File: src/rtl/ysyx_22051468_alu_issue_buf.sv
// ysyx_22051468_alu_issue_buf
// Registered issue stage in front of the 64-bit ALU. It uses a two-entry skid
// buffer (main + skid). The head entry is always the main register, so the
// ALU sees operands one cycle after capture, and the buffer sustains one op
// per cycle. in_ready depends only on buffer state, so there is no
// combinational path from out_ready.
// Build option: define YSYX_22051468_ALU_WPREP_EN to pre-condition RV64 *W
// operands before capture. It zero-extends op_1 for SRLW and sign-extends it
// otherwise. It reduces op_2 to a 5-bit shamt for shifts and sign-extends it
// otherwise.
// Opcode bit positions follow the INST_TYPE ordering: ADD=0, SUB=1, SLL=2,
// SRL=3, SRA=4.
module ysyx_22051468_alu_issue_buf #(
  parameter int WIDTH            = 64,
  parameter int ALU_OPCODE_WIDTH = 9,
  parameter int RD_WIDTH         = 5
) (
  input  logic                        clk,
  input  logic                        rst,
  input  logic                        flush,
  input  logic                        in_valid,
  output logic                        in_ready,
  input  logic [WIDTH-1:0]            in_op_1,
  input  logic [WIDTH-1:0]            in_op_2,
  input  logic [ALU_OPCODE_WIDTH-1:0] in_opcode,
  input  logic                        in_is_U,
  input  logic                        in_is_W,
  input  logic [RD_WIDTH-1:0]         in_rd,
  output logic                        out_valid,
  input  logic                        out_ready,
  output logic                        out_ena,
  output logic [WIDTH-1:0]            out_op_1,
  output logic [WIDTH-1:0]            out_op_2,
  output logic [ALU_OPCODE_WIDTH-1:0] out_opcode,
  output logic                        out_is_U,
  output logic                        out_is_W,
  output logic [RD_WIDTH-1:0]         out_rd
);

  typedef struct packed {
    logic [WIDTH-1:0]            op_1;
    logic [WIDTH-1:0]            op_2;
    logic [ALU_OPCODE_WIDTH-1:0] opcode;
    logic                        is_U;
    logic                        is_W;
    logic [RD_WIDTH-1:0]         rd;
  } entry_t;

  typedef enum logic [1:0] {
    EMPTY = 2'd0,
    ONE   = 2'd1,
    FULL  = 2'd2
  } state_t;

  state_t state_q;
  entry_t main_q;
  entry_t skid_q;
  entry_t cap_d;
  logic   in_fire;
  logic   out_fire;

`ifdef YSYX_22051468_ALU_WPREP_EN
  localparam int OP_SLL = 2;
  localparam int OP_SRL = 3;
  localparam int OP_SRA = 4;

  function automatic logic [WIDTH-1:0] sext32(input logic [WIDTH-1:0] v);
    return {{(WIDTH-32){v[31]}}, v[31:0]};
  endfunction

  function automatic logic [WIDTH-1:0] zext32(input logic [WIDTH-1:0] v);
    return {{(WIDTH-32){1'b0}}, v[31:0]};
  endfunction

  function automatic logic [WIDTH-1:0] shamt5(input logic [WIDTH-1:0] v);
    return {{(WIDTH-5){1'b0}}, v[4:0]};
  endfunction
`endif

  assign in_ready  = (state_q != FULL);
  assign out_valid = (state_q != EMPTY);
  assign out_ena   = out_valid;
  assign in_fire   = in_valid & in_ready;
  assign out_fire  = out_valid & out_ready;

  // Assemble the entry to capture, applying word-op operand conditioning when enabled
  always_comb begin
    cap_d.op_1   = in_op_1;
    cap_d.op_2   = in_op_2;
    cap_d.opcode = in_opcode;
    cap_d.is_U   = in_is_U;
    cap_d.is_W   = in_is_W;
    cap_d.rd     = in_rd;
`ifdef YSYX_22051468_ALU_WPREP_EN
    if (in_is_W) begin
      cap_d.op_1 = in_opcode[OP_SRL] ? zext32(in_op_1) : sext32(in_op_1);
      cap_d.op_2 = (in_opcode[OP_SLL] | in_opcode[OP_SRL] | in_opcode[OP_SRA])
                   ? shamt5(in_op_2) : sext32(in_op_2);
    end
`endif
  end

  // Buffer occupancy FSM; rst beats flush, flush beats both fires; skid data is never reset
  always_ff @(posedge clk) begin
    if (rst) begin
      state_q <= EMPTY;
      main_q  <= '0;
    end else if (flush) begin
      state_q <= EMPTY;
    end else begin
      case (state_q)
        EMPTY: begin
          if (in_fire) begin
            main_q  <= cap_d;
            state_q <= ONE;
          end
        end
        ONE: begin
          if (in_fire && out_fire) begin
            main_q <= cap_d;
          end else if (in_fire) begin
            skid_q  <= cap_d;
            state_q <= FULL;
          end else if (out_fire) begin
            state_q <= EMPTY;
          end
        end
        FULL: begin
          if (out_fire) begin
            main_q  <= skid_q;
            state_q <= ONE;
          end
        end
        default: state_q <= EMPTY;
      endcase
    end
  end

  assign out_op_1   = main_q.op_1;
  assign out_op_2   = main_q.op_2;
  assign out_opcode = main_q.opcode;
  assign out_is_U   = main_q.is_U;
  assign out_is_W   = main_q.is_W;
  assign out_rd     = main_q.rd;

endmodule

File: config.mk
export PLATFORM = sky130hd
export DESIGN_NAME = ysyx_22051468_alu_issue_buf
export DESIGN_NICKNAME = d
export VERILOG_FILES = /design/src/rtl/ysyx_22051468_alu_issue_buf.sv
export SDC_FILE = /design/constraint.sdc
export NUM_CORES = 1
export LEC_CHECK = 0
export CORE_ASPECT_RATIO = 0.6
export CORE_MARGIN = 3
export CORE_UTILIZATION = 39
export CTS_BUF_LIST = sky130_fd_sc_hd__clkbuf_8
export DETAILED_ROUTE_END_ITERATION = 12
export GPL_ROUTABILITY_DRIVEN = 0
export PLACE_DENSITY_LB_ADDON = 0.1
export SYNTH_ARGS = -nofsm -noshare
export SYNTH_HDL_FRONTEND = slang
export SYNTH_SLANG_ARGS = --single-unit
File: constraint.sdc
create_clock -name clk -period 19.65 [get_ports clk]
set_input_delay 2.9475 -clock clk [delete_from_list [all_inputs] [get_ports clk]]
set_output_delay 2.9475 -clock clk [all_outputs]
set_load 0.05 [all_outputs]
; Yosys cells after proc, flatten, opt, wreduce, memory -nomap -nowiden
; Cells that the tools add are included.
[word_totals]
register_bits = 290
in_bits = 149
output_inout_bits = 147
elab_cells = 44
[classes]
eq_ne = 8
muxes = 10
bitwise_logic = 5
reduce_logical = 8
[ops]
columns = operator, count
row1 = $mux W144, 3
row2 = $pmux W144 S3, 1
row3 = $mux W2, 5
row4 = $ne A2 B2 Y1 const B, 5
row5 = $reduce_and A5 Y1, 2
row6 = $pmux W2 S3, 1
row7 = $reduce_and A4 Y1, 1
row8 = $ne A3 B3 Y1 const B, 1
row9 = $not A1 Y1, 3
row10 = $reduce_bool A3 Y1, 1
row11 = $and A1 B1 Y1, 2
row12 = $eq A2 B1 Y1 const B, 1
row13 = $eq A2 B2 Y1 const B, 1
row14 = $logic_not A2 Y1, 1
row15 = $reduce_bool A2 Y1, 1
row16 = $reduce_or A2 Y1, 1
row17 = $logic_and A1 B1 Y1, 1

; Longest topological paths before layout
[logic_depth]
ltp_word = 6
mapped_depth = 7
depth_no_buf = 5

; Least setup slack after synthesis
; No wires, ideal clock.
[synth_path]
path_kind = input -> register
from = input port flush
to = register skid_q[0] in the netlist's numbering (enable)
setup_ps = 1000
t_arrival_ps = 17174
required_ps = 18650
slack_ps = 1476
stages = 4
n_path_buf = 3
path_cell_list = clkbuf_1 > clkbuf_1 > clkbuf_1 > nor4_1
[synth_between]
elab_chain_len = 2
[synth_lines]
columns = item, line
row1 = from (decl), 20  ; input logic flush,
row2 = $not A1 Y1 (no source line), n/a
row3 = $reduce_and A5 Y1 (no source line), n/a
row4 = to (signal assigned), 122  ; skid_q <= cap_d;
row5 = to (decl), 57  ; entry_t skid_q;
; Every way passes these cells.
; A chain may end at the register's enable or synchronous reset.

; Final worst setup path
[layout_path]
from = register state_q[0]
to = output port in_ready
[layout_between]
elab_chain_len = 1
[layout_lines]
columns = item, line
row1 = from (decl), 55  ; state_t state_q;
row2 = from (signal assigned), 106  ; state_q <= EMPTY;
row3 = from (signal assigned), 109  ; state_q <= EMPTY;
row4 = from (signal assigned), 115  ; state_q <= ONE;
row5 = $ne A2 B2 Y1, 80  ; assign in_ready = (state_q != FULL);
row6 = to (decl), 22  ; output logic in_ready,
; Every way passes these cells.

==> metrics.md <==
| Metric | Value |
|---|---|
| DR vias | `just under 9000` |
| HP Class | `register to register` |
| Post-synth cell types | `20` |
| R2R Setup Slk | `16.72 ns` |
| Hold_buf cts | `0` |
| Core box area | `between 30000 and 40000 µm²` |
| R2R cell count | `5` |
| Total congestion overflow | `0` |
| Worst setup EP type | `output pin` |
| Area Overhead vs Synth | `32.9%` |
| Ys Warns | `0` |
| Initial antenna violation count | `2` |
| TritonCTS clock tree | `built` |
| Gate power share | `0.138` |
| Clock network power share | `0.368` |
| Drt first-iter violations | `approximately 530` |
| I/O pins | `296` |
| Reg power frac | `0.494` |
| P_sw | `between 0.0003 and 0.0004 W` |
| Share of cells above drive strength 1 | `0.0630` |
| Max Clock Skew | `0.0162 ns` |
| Max Cap Viol | `0` |
| Pint | `just under 0.001 W` |
| CP max FO | `93` |
| Worst Path Arrival | `between 2 and 3 ns` |
| Die Ht | `around 140 µm` |
| Cell Area, Synth | `~12000 µm²` |
| Post-synth top area cell | `edfxtp_1` |
| Worst EP required | `around 17 ns` |
| Hold depth | `2` |
| Setup bufs post-CTS | `0` |
| Multi-input logic area | `~4400 µm²` |
| Post-synth ARST share | `0` |
| Slew Limit Fails | `0` |
| ANT nets after route | `0` |
| Clk Latency, worst-skew pair | `0.57 ns` |
| Final hold vios | `0` |
| Initial Util | `0.401` |
| Vias in the first global route | `roughly 8600` |
| Ranking of synthesized cells by area | `edfxtp_1 36%, dfxtp_1 24%, mux2i_1 12%` |
| Lkg Pwr | `between 6 and 7 nW` |
| All-layer global routing usage | `0.185` |
| Max Fclk | `roughly 180 MHz` |
| Startpoint types | `register` |
| Port bufs | `slightly below 300` |
| Htree depth | `2` |
| Row count | `roughly 50` |
| Maximum clock path buffer count | `3` |
| Switch share | `0.271` |
| Worst slew pin tran | `1.21 ns` |
| DRT Pass-1 Iters | `5` |
| RSZ-0062 raised after global routing | `false` |
| CTS root buffer | `clkbuf_8` |
| Num CTS Buffers | `45` |
| Worst slew margin | `0.195` |
| Main synth FF type | `dfxtp_1` |
| Share of the synthesized area in the top cell type | `0.356` |
| Drc violations | `0` |
| Avg Inst Size Synth | `12.2 µm²` |
| Critical path class | `register to output pin` |
| Commonest cells post-synth | `146 x dfxtp_1, 145 x nor2b_1, 145 x o21ai_0` |
| Final net count | `1383` |
| Cts repair resizes | `0` |
| First-pass GRT wire length | `49300 µm` |
| Final core occ | `0.533` |
| Chip Width | `234 µm` |
| Synthesized Nets | `about 1100` |
| Register bit count reported by yosys | `290` |
| Final Cycle Share | `0.284` |
| Hpwl dp | `18900 µm` |
| Pwr per Cell Area | `82.9 nW/µm²` |
| DRT Wirelength | `approximately 32000 µm` |
| EDFF count, synth | `around 140` |
| Tmin final | `between 5 and 6 ns` |
| # fillers | `roughly 2700` |
| CTS Sinks | `290` |
| Sequential Area | `around 7200 µm²` |
| Most frequent cell after synthesis | `dfxtp_1` |
| Vias/cell | `approximately 5.2` |
| Clock transition at path regs | `approximately 0.06 ns` |
| Mapped Cells | `995` |
| Setup TNS Final | `0 ns` |
| VDD IR max | `roughly 52 µV` |
| Routed WL per cell | `around 19 µm` |
| # setup viols final | `0` |
| Seq/Total Area, Yosys | `0.597` |
| Die area | `33300 µm²` |
| Status | `complete, no violations` |
| Largest net degree at the start of global routing | `241` |
## registers in the layout, summed over array words and instances, names as in the netlist
register and count:
skid_q 144, out_op_1 64, out_op_2 64, out_opcode 9, out_rd 5, state_q 2
out_is_U 1, out_is_W 1
## logic make-up (layout without fill, tap and decap cells)
group / Yosys count / in the layout / share of synthesized area
AOI/OAI and AO/OA: 293 / 293 / 0.166
buffers and inverters: 113 / 387 / 0.0385
DFF: 290 / 290 / 0.597
muxes: 144 / 144 / 0.119
other: 0 / 3 / 0
and+or+nand+nor: 155 / 155 / 0.0794
## layout by cell type, fill, tap and decap left out, drive strengths merged
master	synthesis	final
edfxtp	144	144
clkbuf	84	55
nand2b	2	2
or2	1	1
nor2	1	1
diode	0	3
nor2b	145	145
o21ai	145	145
clkinvlp	0	1
nor3	1	1
and3b	1	1
clkdlybuf4s50	0	293
mux2i	144	144
inv	2	19
o41ai	144	144
nor4	2	2
clkinv	0	10
nand2	2	2
dfxtp	146	146
buf	27	9
a21oi	4	4
## power by group through the flow
stage / clock network, W / logic (W) / registers (W)
3_5_place_dp: 0 / 0.000186 / 0.000672
5_1_grt: 0.000538 / 0.000197 / 0.000661
2_1_floorplan: 0 / 0.0000556 / 0.000724
6_report: 0.000492 / 0.000185 / 0.000660
4_1_cts: 0.000512 / 0.000186 / 0.000660
3_3_place_gp: 0 / 0.000183 / 0.000672
## area by class of cell
cell class              instances  area share
repair buffers                303       0.189
multi-input cells             592       0.275
flip-flops and latches        290       0.449
inverters                       2    0.000931
clock buffers                  54      0.0461
clock inverters                28     0.00822
well taps                     408      0.0317
diodes                          3    0.000465
## critical path: stages, from the launching register on
cell	delay, ns
dfxtp_1	0.40
nor2_1	0.13
inv_8	0.59
clkdlybuf4s50_1	0.95
## through the flow
stage / setup slack (ns) / cell area [µm²] / total power, W / hold WS, ns / instances
CTS: 13.93 / 16100 / 0.00136 / 0.571 / 1677
detailed placement: 13.78 / 15200 / 0.000858 / 0.563 / 1595
global route: 13.86 / 16100 / 0.00140 / 0.605 / 1679
floorplan: 1.48 / 12100 / 0.000779 / 0.533 / 995
global placement: 13.92 / 15200 / 0.000856 / 0.573 / 1595
finish: 14.07 / 16100 / 0.00134 / 0.576 / 1680
## per-layer routing
metal  vias to the layer above  GRT usage  wire, µm
met5                         -          0         0
met4                         0     0.0592       789
met3                        52     0.0516      2230
met2                       251      0.276     13800
met1                      4197      0.261     15100
li1                       4313          -         -
## final timing paths
path | from | to
worst max-delay path | state_q[0] | in_ready
worst min-delay path | state_q[0] | state_q[1]
worst max register to register | state_q[0] | out_op_2[45]
worst min register to register | state_q[0] | state_q[1]
Note: power is estimated with default switching activity, not from simulation.
